<file path="src/rtl/note_rom_arbiter_if.sv">
// Bus bundle between the channel sequencers, the shared song ROM and note_rom_arbiter.
// ROM protocol: o_rom_en is a one-cycle read strobe. The ROM samples o_rom_en/o_rom_addr on
// the next clock edge and drives i_rom_data for the whole following cycle. It has no ready signal.
interface note_rom_arbiter_if #(
  parameter int ADDR_WIDTH = 5,
  parameter int DATA_WIDTH = 16
);
  logic [4*ADDR_WIDTH-1:0] i_ch_addr;
  logic                    i_invalidate;
  logic [4*DATA_WIDTH-1:0] o_ch_data;
  logic [3:0]              o_ch_valid;
  logic                    o_rom_en;
  logic [ADDR_WIDTH+1:0]   o_rom_addr;
  logic [DATA_WIDTH-1:0]   i_rom_data;

  modport slave (
    input  i_ch_addr,
    input  i_invalidate,
    input  i_rom_data,
    output o_ch_data,
    output o_ch_valid,
    output o_rom_en,
    output o_rom_addr
  );

  modport master (
    output i_ch_addr,
    output i_invalidate,
    output i_rom_data,
    input  o_ch_data,
    input  o_ch_valid,
    input  o_rom_en,
    input  o_rom_addr
  );
endinterface

</file>
<file path="src/rtl/note_rom_arbiter.sv">
// Round-robin arbiter that lets four note sequencers share one synchronous song ROM.
// Each channel caches one note word, tagged with the index it was fetched for.
module note_rom_arbiter #(
  parameter int ADDR_WIDTH = 5,
  parameter int DATA_WIDTH = 16
) (
  input  logic                   i_clk,
  input  logic                   i_rst_n,
  note_rom_arbiter_if.slave      bus,
  output logic [1:0]             o_dbg_state
);

  localparam int NUM_CH    = 4;
  localparam int ROM_AW    = ADDR_WIDTH + 2;

  typedef enum logic [1:0] {
    S_IDLE    = 2'd0,
    S_ISSUE   = 2'd1,
    S_CAPTURE = 2'd2
  } state_t;

  state_t                  state_q, state_d;
  logic                    rom_en_q, rom_en_d;
  logic [ROM_AW-1:0]       rom_addr_q, rom_addr_d;
  logic [1:0]              rr_q, rr_d;
  logic [1:0]              gnt_q, gnt_d;
  logic [ADDR_WIDTH-1:0]   idx_q, idx_d;
  logic                    capture;

  logic [DATA_WIDTH-1:0]   data_q   [NUM_CH];
  logic [ADDR_WIDTH-1:0]   tag_q    [NUM_CH];
  logic [NUM_CH-1:0]       loaded_q;

  logic [ADDR_WIDTH-1:0]   ch_addr  [NUM_CH];
  logic [NUM_CH-1:0]       ch_valid;
  logic [NUM_CH-1:0]       pending;
  logic                    any_pending;
  logic [1:0]              gnt_sel;
  logic [1:0]              cand;

  always_comb begin
    for (int c = 0; c < NUM_CH; c++) begin
      ch_addr[c] = bus.i_ch_addr[c*ADDR_WIDTH +: ADDR_WIDTH];
    end
  end

  // Valid compares against the live index, so a changed index drops valid immediately
  // and a fetch issued for an older index can never be reported as valid.
  always_comb begin
    for (int c = 0; c < NUM_CH; c++) begin
      ch_valid[c] = loaded_q[c] && (tag_q[c] == ch_addr[c]);
    end
  end

  assign pending = ~ch_valid;

  // Walk from the highest rotation distance down so the nearest pending channel wins.
  always_comb begin
    any_pending = 1'b0;
    gnt_sel     = rr_q;
    cand        = rr_q;
    for (int k = NUM_CH - 1; k >= 0; k--) begin
      cand = rr_q + 2'(k);
      if (pending[cand]) begin
        any_pending = 1'b1;
        gnt_sel     = cand;
      end
    end
  end

  always_ff @(posedge i_clk or negedge i_rst_n) begin
    if (!i_rst_n) begin
      state_q    <= S_IDLE;
      rom_en_q   <= 1'b0;
      rom_addr_q <= '0;
      rr_q       <= 2'd0;
      gnt_q      <= 2'd0;
      idx_q      <= '0;
    end else begin
      state_q    <= state_d;
      rom_en_q   <= rom_en_d;
      rom_addr_q <= rom_addr_d;
      rr_q       <= rr_d;
      gnt_q      <= gnt_d;
      idx_q      <= idx_d;
    end
  end

  always_comb begin
    state_d    = state_q;
    rom_en_d   = 1'b0;
    rom_addr_d = rom_addr_q;
    rr_d       = rr_q;
    gnt_d      = gnt_q;
    idx_d      = idx_q;
    capture    = 1'b0;
    case (state_q)
      S_IDLE: begin
        if (any_pending) begin
          state_d    = S_ISSUE;
          rom_en_d   = 1'b1;
          rom_addr_d = {gnt_sel, ch_addr[gnt_sel]};
          gnt_d      = gnt_sel;
          idx_d      = ch_addr[gnt_sel];
          rr_d       = gnt_sel + 2'd1;
        end
      end
      S_ISSUE: begin
        state_d = S_CAPTURE;
      end
      S_CAPTURE: begin
        capture = 1'b1;
        state_d = S_IDLE;
      end
      default: begin
        state_d = S_IDLE;
      end
    endcase
  end

  // Invalidate overrides a coincident capture: the word is stored but left unloaded.
  always_ff @(posedge i_clk or negedge i_rst_n) begin
    if (!i_rst_n) begin
      loaded_q <= '0;
      for (int c = 0; c < NUM_CH; c++) begin
        data_q[c] <= '0;
        tag_q[c]  <= '0;
      end
    end else begin
      for (int c = 0; c < NUM_CH; c++) begin
        if (capture && (gnt_q == 2'(c))) begin
          data_q[c]   <= bus.i_rom_data;
          tag_q[c]    <= idx_q;
          loaded_q[c] <= !bus.i_invalidate;
        end else if (bus.i_invalidate) begin
          loaded_q[c] <= 1'b0;
        end
      end
    end
  end

  for (genvar c = 0; c < NUM_CH; c++) begin : g_out
    assign bus.o_ch_data[c*DATA_WIDTH +: DATA_WIDTH] = data_q[c];
  end

  assign bus.o_ch_valid = ch_valid;
  assign bus.o_rom_en   = rom_en_q;
  assign bus.o_rom_addr = rom_addr_q;
  assign o_dbg_state    = state_q;

endmodule

</file>
<file path="src/flat_wrapper.sv">
// flat-port wrapper written by rule: the top's interface ports become plain ports
module note_rom_arbiter_flat 
#(
  parameter int ADDR_WIDTH = 5,
  parameter int DATA_WIDTH = 16
)
  (i_clk, i_rst_n, o_dbg_state, bus_i_ch_addr, bus_i_invalidate, bus_i_rom_data, bus_o_ch_data, bus_o_ch_valid, bus_o_rom_en, bus_o_rom_addr);
  note_rom_arbiter_if #(.ADDR_WIDTH(ADDR_WIDTH), .DATA_WIDTH(DATA_WIDTH)) bus_i ();
  input  logic i_clk;
  input  logic i_rst_n;
  output logic [1:0] o_dbg_state;
  input wire logic [$bits(bus_i.i_ch_addr)-1:0] bus_i_ch_addr;
  input wire logic [$bits(bus_i.i_invalidate)-1:0] bus_i_invalidate;
  input wire logic [$bits(bus_i.i_rom_data)-1:0] bus_i_rom_data;
  output wire logic [$bits(bus_i.o_ch_data)-1:0] bus_o_ch_data;
  output wire logic [$bits(bus_i.o_ch_valid)-1:0] bus_o_ch_valid;
  output wire logic [$bits(bus_i.o_rom_en)-1:0] bus_o_rom_en;
  output wire logic [$bits(bus_i.o_rom_addr)-1:0] bus_o_rom_addr;
  assign bus_i.i_ch_addr = bus_i_ch_addr;
  assign bus_i.i_invalidate = bus_i_invalidate;
  assign bus_i.i_rom_data = bus_i_rom_data;
  assign bus_o_ch_data = bus_i.o_ch_data;
  assign bus_o_ch_valid = bus_i.o_ch_valid;
  assign bus_o_rom_en = bus_i.o_rom_en;
  assign bus_o_rom_addr = bus_i.o_rom_addr;
  note_rom_arbiter #(.ADDR_WIDTH(ADDR_WIDTH), .DATA_WIDTH(DATA_WIDTH)) u_core (.i_clk(i_clk), .i_rst_n(i_rst_n), .bus(bus_i), .o_dbg_state(o_dbg_state));
endmodule
</file>
<file path="config.mk">
export PLATFORM = sky130hd
export DESIGN_NAME = note_rom_arbiter_flat
export DESIGN_NICKNAME = d
export VERILOG_FILES = /design/src/rtl/note_rom_arbiter_if.sv /design/src/rtl/note_rom_arbiter.sv /design/src/flat_wrapper.sv
export SDC_FILE = /design/constraint.sdc
export NUM_CORES = 1
export LEC_CHECK = 0
export CORE_MARGIN = 1
export CORE_UTILIZATION = 55
export DETAILED_ROUTE_END_ITERATION = 7
export DONT_BUFFER_PORTS = 1
export PLACE_DENSITY_LB_ADDON = 0.12
export SLEW_MARGIN = 10
export SYNTH_ARGS = -nofsm -noshare
export SYNTH_HDL_FRONTEND = slang
export SYNTH_SLANG_ARGS = --single-unit
</file>
<file path="constraint.sdc">
create_clock -name i_clk -period 2.9 [get_ports i_clk]
set_input_delay 0.435 -clock i_clk [delete_from_list [all_inputs] [get_ports i_clk]]
set_output_delay 0.435 -clock i_clk [all_outputs]
set_load 0.02 [all_outputs]
</file>
==> metrics.csv <==
metric,value,unit
RSZ-0062 raised after global routing,false,
dpl hpwl,6280,microns
Cells after DPL,403,
CTS tree,built,
CTS root buffer,clkbuf_8,
CP Class,reg -> reg,
CTS Buf Count,9,
CORE AREA,0.007370,sq mm
max_slew headroom,58.44,%
CP startpoint kind,register,
"Data arrival, critical path",2.74,ns
First-pass DRT Iterations,4,
number of max-cap violations,0,
Mapped Nets,345,
drt total wl,8883,microns
CP max-delay cell,or4_1,
Worst-Margin Slew,0.6233,ns
"top cells by area, synth","dfrtp_1, mux2_2, xnor2_1",
# H-tree levels,3,
Fin Clk Skew,0.01539,ns
Syn Area/Cell,13.93,sq um
cell area after synthesis,0.004263,sq mm
final setup vio count,0,
post-synth top area cell,dfrtp_1,
"delay-heaviest family, CP",simple AND/OR/NAND/NOR gates,
Post-synth top cells,"dfrtp_1, mux2_2, xnor2_1",
CP endpoint kind,register,
pin count of the biggest net entering global routing,101,
GRT Total Usage,23.08,%
CTS Sinks,100,
final max-slew violation count,0,
Max Freq,0.3985,GHz
final net count,355,
Die W,90.04,microns
final period utilization,86.54,%
Post-CTS Resized,0,
max incr delay on CP,0.56,ns
Worst-path clk slew,0.11,ns
"Hold-fix buffers, CTS",1,
hold_ws,-0.05207,ns
Synth top area share,58.70,%
vias,2449,
initial core utilization,57.84,%
antenna violations before repair,0,
first-pass GRT wire length,14460,microns
DR WL/cell,21.15,microns
fin cells,420,
total power,5.160,mW
Synth Warn #,0,
initial DRC count,99,
crit-path cells,xnor2_1 -> nand4_1 -> or4_1 -> o31ai_2 -> buf_4 -> nor4b_1 -> mux2i_1 -> o211ai_1,
total grt overflow,0,
Final ANT Viol Nets,0,
number of synthesized flops with an enable pin,0,
worst-path fanout max,12,
vias per inst,5.831,
DIE AREA,0.008106,sq mm
status,finished with violations,
required time of the critical path,3.13,ns
accumulated negative setup slack,0,ns
Leak,1.937,nW
Post-Synthesis Cells,306,
Post-CTS Setup Repair Bufs,0,
Peak VDD IR,0.6528,mV
area grow syn2layout,8.952,%
number of global-route vias before repair,2638,
placement row count,31,
crit path time final,2.510,ns
PwrDens,1111,mW/mm^2
n_diodes,0,
WP buf/inv,1,
DRC viols,0,
clk buf depth,2,
"Primary FF master, synth",dfrtp_1,
#FFs+latches synth,100,
failing checks,hold timing,
Post-synth ARST share,100.0,%
synth unique cells,39,
IO Port Bufs,0,
placer congestion estimate,0.8235,
cell with the most instances after synthesis,dfrtp_1,
io pins,117,
clk_lat worst skew,0.36,ns
DIE HEIGHT,90.04,microns
Hold Crit Class,in -> async,
share of post-route cells with drive strength above 1,38.63,%
"Seq/Total Area, Yosys",58.70,%
Final Hold Viols,21,
## worst reg2reg max path, cell delays in order (launching register included)
cell,delay (ns)
dfrtp_1,0.40
xnor2_1,0.23
nand4_1,0.28
or4_1,0.57
o31ai_2,0.31
buf_4,0.26
nor4b_1,0.07
mux2i_1,0.17
o211ai_1,0.11
## cell families after synthesis
| logic type | synth area share, % |
|---|---|
| XOR/XNOR | 4.314 |
| AO/OA/AOI/OAI | 3.640 |
| multiplexers | 24.57 |
| buffers and inverters | 2.230 |
| AND/OR/NAND/NOR | 6.546 |
| flip-flops | 58.70 |
## state kept, by name, summed over array words and instances (netlist names)
signal and cells:
u_core.o_dbg_state 2, u_core.rr_q 2, u_core.tag_q 20, u_core.bus.o_rom_addr 6
u_core.loaded_q 4, u_core.bus.o_ch_data 64, u_core.bus.o_rom_en 1, u_core.gnt_q 1
## cell usage in the layout (no fill, tap or decap), types with 2 or more instances in the layout
cell type and instances:
nor2b_1 2, nor4b_1 8, dfrtp_1 100, clkinv_2 2
nor2_1 9, nor4_1 3, mux2_2 85, inv_1 5
o211ai_1 7, inv_6 3, clkbuf_8 9, nand4_1 3
nand2_1 14, xnor2_1 17, xor2_1 4, buf_4 11
or2_2 2, o21ai_0 2, nand3_1 2, mux2i_1 9
## worst paths after layout
path / start / slack, ns / end / cells past startpoint
max in group asynchronous: i_rst_n / 2.50 / u_core.o_dbg_state[1]$_DFFE_PN0P_ / 1
worst max register to register: u_core.tag_q[8]$_DFFE_PN0P_ / 0.39 / u_core.bus.o_rom_addr[2]$_DFFE_PN0P_ / 8
min in group i_clk: bus_i_invalidate / 0.12 / u_core.loaded_q[0]$_DFFE_PN0P_ / 1
worst min register to register: u_core.loaded_q[1]$_DFFE_PN0P_ / 0.52 / u_core.loaded_q[1]$_DFFE_PN0P_ / 2
worst max-delay path: u_core.tag_q[8]$_DFFE_PN0P_ / 0.39 / u_core.bus.o_rom_addr[2]$_DFFE_PN0P_ / 8
worst min-delay path: i_rst_n / -0.05 / u_core.loaded_q[0]$_DFFE_PN0P_ / 1
## per-layer routing
metal / up-vias / track usage [%] / wire length (microns) / share of wire (%)
met4: 0 / 7.392 / 131 / 1.5
met1: 1243 / 30.61 / 3831 / 43
li1: 1107 / - / - / -
met2: 87 / 36.20 / 4228 / 48
met5: - / 0 / 0 / 0
met3: 12 / 7.445 / 692 / 7.8
## final cells by class
cell class              count  area (sq um)
clock inverters             7         60.06
fillers                   580          2725
clock buffers               9         123.9
multi-input cells         185          1673
inverters                   7         31.28
repair buffers             13         130.1
flip-flops and latches    100          2502
well taps                  99         123.9
## power breakdown
| group | internal [mW] | switching (mW) |
|---|---|---|
| Combinational | 0.680 | 0.417 |
| Clock | 0.326 | 0.507 |
| Sequential | 2.05 | 1.18 |
| Total | 3.06 | 2.10 |
## metrics by stage
step           instance area [sq um]  worst slack (ns)  utilization (%)
2_1_floorplan                   4263            0.3161                -
6_report                        4644            0.3905            63.02
5_1_grt                         4644            0.1940            63.02
4_1_cts                         4644            0.3904            63.02
3_3_place_gp                    4433            0.4224            60.15
3_5_place_dp                    4433            0.3948            60.15
No activity file was read; power rests on OpenSTA's default activity.
==> RTL change 1: new RTL, same settings <==
Put one more register stage on the output `o_dbg_state`. The value now appears one clock later. The other outputs are not delayed to match.
--- a/src/rtl/note_rom_arbiter.sv
+++ b/src/rtl/note_rom_arbiter.sv
@@ -147,5 +147,7 @@
   assign bus.o_rom_en   = rom_en_q;
   assign bus.o_rom_addr = rom_addr_q;
-  assign o_dbg_state    = state_q;
+  always_ff @(posedge i_clk) begin
+    o_dbg_state <= state_q;
+  end
 
 endmodule
Function: changed (a bounded check fails within 4 cycles, from zero or initial values and one cycle with i_rst_n low).
==> RTL change 1 against the unedited design <==
- core utilization is 0.65 points higher
- worst setup slack worse by 0.11 ns
- non-clock buffer count is the same
- the run still ends with hold timing left
- area after synthesis is 0.91% higher
- design area grew 1.6%
- synthesized cell count unchanged
- sequential cell count up 2
- wire length fell by 0.80%
- total power rose by 18%
- clock power grew 19%
==> RTL change 1: results (changes against the unedited design) <==
routed length on met2=4.02 mm (was 4.23 mm); initial antenna violation count=0 (unchanged); TritonRoute pass-1 iters=4 (unchanged); crit-path max FO=11 (was 12); hold_buf cts=1 (unchanged); WHS=-0.0206 ns (was -0.0521 ns); overall global routing resource usage=0.230 (was 0.231); r2r setup slk=0.28 ns (was 0.39 ns); n_diodes=0 (unchanged); P_clk=993 uW (was 833 uW); cell with the largest stage delay on the worst path=nor4_1 (was or4_1); CTS buffer count=9 (unchanged); final worst-path cycle share=0.903 (was 0.865); Worst Path Arrival=2.91 ns (was 2.74 ns); Area contributors post-synth=dfrtp_1 58%, mux2_2 23%, xnor2_1 3.3% (was dfrtp_1 59%, mux2_2 22%, xnor2_1 3.5%); failing checks=hold timing (unchanged); Clk pwr share=0.164 (was 0.161); Fin. Hold Viols=8 (was 21); first-pass GRT wire length=14.3 mm (was 14.5 mm); layout cell share with drive strength beyond 1=0.389 (was 0.386); RR Startpoint=u_core.tag_q[12] (was u_core.tag_q[8]); syn_nets=345 (unchanged); Cell Area, Placed=4470 um^2 (was 4430 um^2); routability cong.=0.838 (was 0.824); routing usage on met1=0.309 (was 0.306); Detail Placement HPWL=6.04 mm (was 6.28 mm); pre-CTS setup slack=0.295 ns (was 0.395 ns); DR iter-0 viols=101 (was 99); critical path startpoint category=flop (unchanged); Leakage=2.05 nW (was 1.94 nW); met3 usage=0.0741 (was 0.0745); via count=2456 (was 2449); worst rel slew slack=0.670 (was 0.584); crit path capture=u_core.bus.o_rom_addr[2] (unchanged); wl on met1=3.89 mm (was 3.83 mm); vias in the first global route=2654 (was 2638); fillers=577 (was 580); Top FF cell, synth=dfrtp_1 (unchanged); Switching Share=0.393 (was 0.407); Synth top cells by count=100 x dfrtp_1, 86 x mux2_2, 16 x xnor2_1, 12 x nand2_1, 10 x nor2_1 (was 100 x dfrtp_1, 85 x mux2_2, 17 x xnor2_1, 14 x nand2_1, 10 x nor2_1); CTS Root Cell=clkbuf_8 (unchanged); clk_skew=0.0133 ns (was 0.0154 ns); worst skew pair latency=0.36 ns (about the same); VDD IR-drop max=0.683 mV (was 0.653 mV); GR Util met2=0.342 (was 0.362); cells after synthesis=306 (unchanged); Clock Tree Buf Depth=2 (unchanged); WL met3=691 um (was 692 um); CP max stage delay=0.48 ns (was 0.56 ns); sequential area share after synthesis=0.591 (was 0.587); status=finished with violations (unchanged); sequential power=3.27 mW (was 3.23 mW); final WL=8.81 mm (was 8.88 mm); Yosys warnings=0 (unchanged); Async S/R FF share, synth=0.980 (was 1.00)
## RTL change 1: cell count changes after synthesis, sizes merged, moves of 2 or more
cell / unedited run / this run
or4b: 0 / 4
mux2i: 9 / 7
o211a: 0 / 4
nor4b: 8 / 0
dfxtp: 0 / 2
buf: 8 / 6
nand2: 15 / 12
clkbuf: 6 / 8
nor4: 3 / 5
o211ai: 7 / 3
## RTL change 1: layout make-up
type / instances / area (um^2) / share of cell area
clock buffers: 11 / 141 / 0.0300
clock inverters: 5 / 82.6 / 0.0175
repair buffers: 13 / 130 / 0.0276
flip-flops and latches: 102 / 2540 / 0.539
multi-input cells: 182 / 1670 / 0.353
inverters: 8 / 31.3 / 0.00663
well taps: 99 / 124 / 0.0263
## RTL change 1: logic make-up after synthesis
group | Yosys count | synth area share
flip-flops | 102 | 0.591
multiplexers | 93 | 0.241
AND/OR/NAND/NOR | 44 | 0.0559
AO/OA/AOI/OAI | 24 | 0.0454
buffers and inverters | 22 | 0.0236
XOR/XNOR | 21 | 0.0428
==> RTL change 2: new RTL, same settings <==
Made on the original files. `DATA_WIDTH` is set to 16 in 3 places; all go to 32.
--- a/src/rtl/note_rom_arbiter_if.sv
+++ b/src/rtl/note_rom_arbiter_if.sv
@@ -4,5 +4,5 @@
 interface note_rom_arbiter_if #(
   parameter int ADDR_WIDTH = 5,
-  parameter int DATA_WIDTH = 16
+  parameter int DATA_WIDTH = 32
 );
   logic [4*ADDR_WIDTH-1:0] i_ch_addr;
--- a/src/rtl/note_rom_arbiter.sv
+++ b/src/rtl/note_rom_arbiter.sv
@@ -3,5 +3,5 @@
 module note_rom_arbiter #(
   parameter int ADDR_WIDTH = 5,
-  parameter int DATA_WIDTH = 16
+  parameter int DATA_WIDTH = 32
 ) (
   input  logic                   i_clk,
--- a/src/flat_wrapper.sv
+++ b/src/flat_wrapper.sv
@@ -3,5 +3,5 @@
 #(
   parameter int ADDR_WIDTH = 5,
-  parameter int DATA_WIDTH = 16
+  parameter int DATA_WIDTH = 32
 )
   (i_clk, i_rst_n, o_dbg_state, bus_i_ch_addr, bus_i_invalidate, bus_i_rom_data, bus_o_ch_data, bus_o_ch_valid, bus_o_rom_en, bus_o_rom_addr);
Ports: changed (resized bus_i_rom_data and bus_o_ch_data); port bits go from 117 to 197. No check against the original RTL was run, so the function may have changed too.
==> RTL change 2 against the unedited design <==
- the run ends with DRC, hold timing left
- design area grew 59%
- area after synthesis rose by 55%
- wire length rose by 51%
- hold slack got worse by 0.23 ns
- count of clock-buffer cells in the layout is 15 higher
- worst setup slack got worse by 0.012 ns
- maximum frequency down 0.47%
- sequential cell count is 64 higher
- total power up 100%
- first-iteration DRC count up 61%
- largest cell class unchanged
- largest power group unchanged
- highest routed layer unchanged
==> RTL change 2: results (changes against the unedited design) <==
Area contributors post-synth=dfrtp_1 62%, mux2_2 25%, xnor2_1 2.3% (was dfrtp_1 59%, mux2_2 22%, xnor2_1 3.5%); routability cong.=0.826 (was 0.824); via count=3659 (was 2449); crit-path max FO=11 (was 12); Yosys warnings=0 (unchanged); failing checks=DRC, hold timing (was hold timing); Detail Placement HPWL=9.07 mm (was 6.28 mm); sequential area share after synthesis=0.621 (was 0.587); wl on met1=5.27 mm (was 3.83 mm); Cell Area, Placed=6830 um^2 (was 4430 um^2); GR Util met2=0.371 (was 0.362); layout cell share with drive strength beyond 1=0.409 (was 0.386); WL met3=1.31 mm (was 692 um); Fin. Hold Viols=164 (was 21); Setup Buffers After CTS=0 (unchanged); routing usage on met1=0.273 (was 0.306); worst rel slew slack=0.668 (was 0.584); delay-heaviest family, CP=compound AO/OA/AOI/OAI gates (was simple AND/OR/NAND/NOR gates); Leakage=3.10 nW (was 1.94 nW); top sig layer=met4 (unchanged); Clock Pin Slew Worst Setup and Hold Paths=0.06 ns (was 0.11 ns); met3 usage=0.103 (was 0.0745); CTS Root Cell=clkbuf_16 (was clkbuf_8); Finished Layout Cells=610 (was 420); overall global routing resource usage=0.232 (was 0.231); cell with the largest stage delay on the worst path=a222oi_1 (was or4_1); synth unique cells=34 (was 39); syn_nets=502 (was 345); VDD IR-drop max=0.729 mV (was 0.653 mV); worst skew pair latency=0.41 ns (was 0.36 ns); WHS=-0.284 ns (was -0.0521 ns); DR iter-0 viols=159 (was 99); Cell Count Post-Placement=582 (was 403); # DRC=18 (was 0); CTS buffer count=17 (was 9); final WL=13.4 mm (was 8.88 mm); status=finished with violations (unchanged); TritonRoute pass-1 iters=6 (was 4); clk_skew=0.00640 ns (was 0.0154 ns); routed length on met2=6.64 mm (was 4.23 mm); vias in the first global route=3949 (was 2638); HP Class=input port to async pin (unchanged); max reg flops=128 (was 64); initial antenna violation count=0 (unchanged); Worst Path Arrival=2.79 ns (was 2.74 ns); n_diodes=0 (unchanged); first-pass GRT wire length=21.8 mm (was 14.5 mm); Synth top cells by count=164 x dfrtp_1, 146 x mux2_2, 17 x xnor2_1, 13 x inv_1, 13 x nor2_1 (was 100 x dfrtp_1, 85 x mux2_2, 17 x xnor2_1, 14 x nand2_1, 10 x nor2_1); cells after synthesis=447 (was 306); H-Tree Level Count=4 (was 3); pre-CTS setup slack=0.379 ns (was 0.395 ns); largest net degree at the start of global routing=165 (was 101); Post-CTS Resized=0 (unchanged); IO buf count=0 (unchanged); CP max stage delay=0.43 ns (was 0.56 ns); Clock Tree Buf Depth=2 (unchanged); # nets final=513 (was 355)
-- RTL change 2: changes by cell type after synthesis, moves of 2 or more --
cell	unedited run	this run
o21ai_0	2	5
a311oi_1	0	2
nor4b_1	8	0
a211oi_1	1	4
buf_2	3	1
buf_1	4	7
o221ai_1	0	2
nand2_1	14	7
mux2_2	85	146
clkbuf_1	6	12
nor4bb_1	0	4
dfrtp_1	100	164
inv_1	5	13
nor2_1	10	13
-- RTL change 2: cell families (layout without fill, tap and decap cells) --
family	after synthesis	count (layout)	share of synthesized area
flops	164	164	0.621
buf+inv	35	55	0.0214
xor+xnor	21	21	0.0278
simple gates	43	43	0.0356
mux	156	156	0.264
compound gates	28	28	0.0301
-- RTL change 2: final timing paths --
path                                    start  cells after the start                   endpoint  slack [ns]
max in group asynchronous             i_rst_n                      0  u_core.bus.o_ch_data[111]        2.84
hold / removal                        i_rst_n                      0   u_core.bus.o_ch_data[98]       -0.28
setup / recovery             u_core.tag_q[19]                      9   u_core.bus.o_rom_addr[3]        0.38
min in group i_clk           bus_i_invalidate                      1         u_core.loaded_q[3]        0.08
hold reg to reg            u_core.loaded_q[1]                      2         u_core.loaded_q[1]        0.50
setup reg to reg             u_core.tag_q[19]                      9   u_core.bus.o_rom_addr[3]        0.38
-- RTL change 2: final cells by class --
type / count / area [um^2]
fill: 861 / 4180
sequential: 164 / 4100
multi-input combinational: 248 / 2380
clock buffer: 24 / 482
tap: 143 / 179
timing repair buffer: 13 / 110
clock inverter: 4 / 75.1
inverter: 14 / 53.8
-- RTL change 2: report_power, final --
part           total [mW]  internal, mW  switching (mW)
clock                2.13          1.32           0.812
sequential           5.55          3.44            2.11
combinational        2.64          1.60            1.04
total                10.3          6.36            3.96
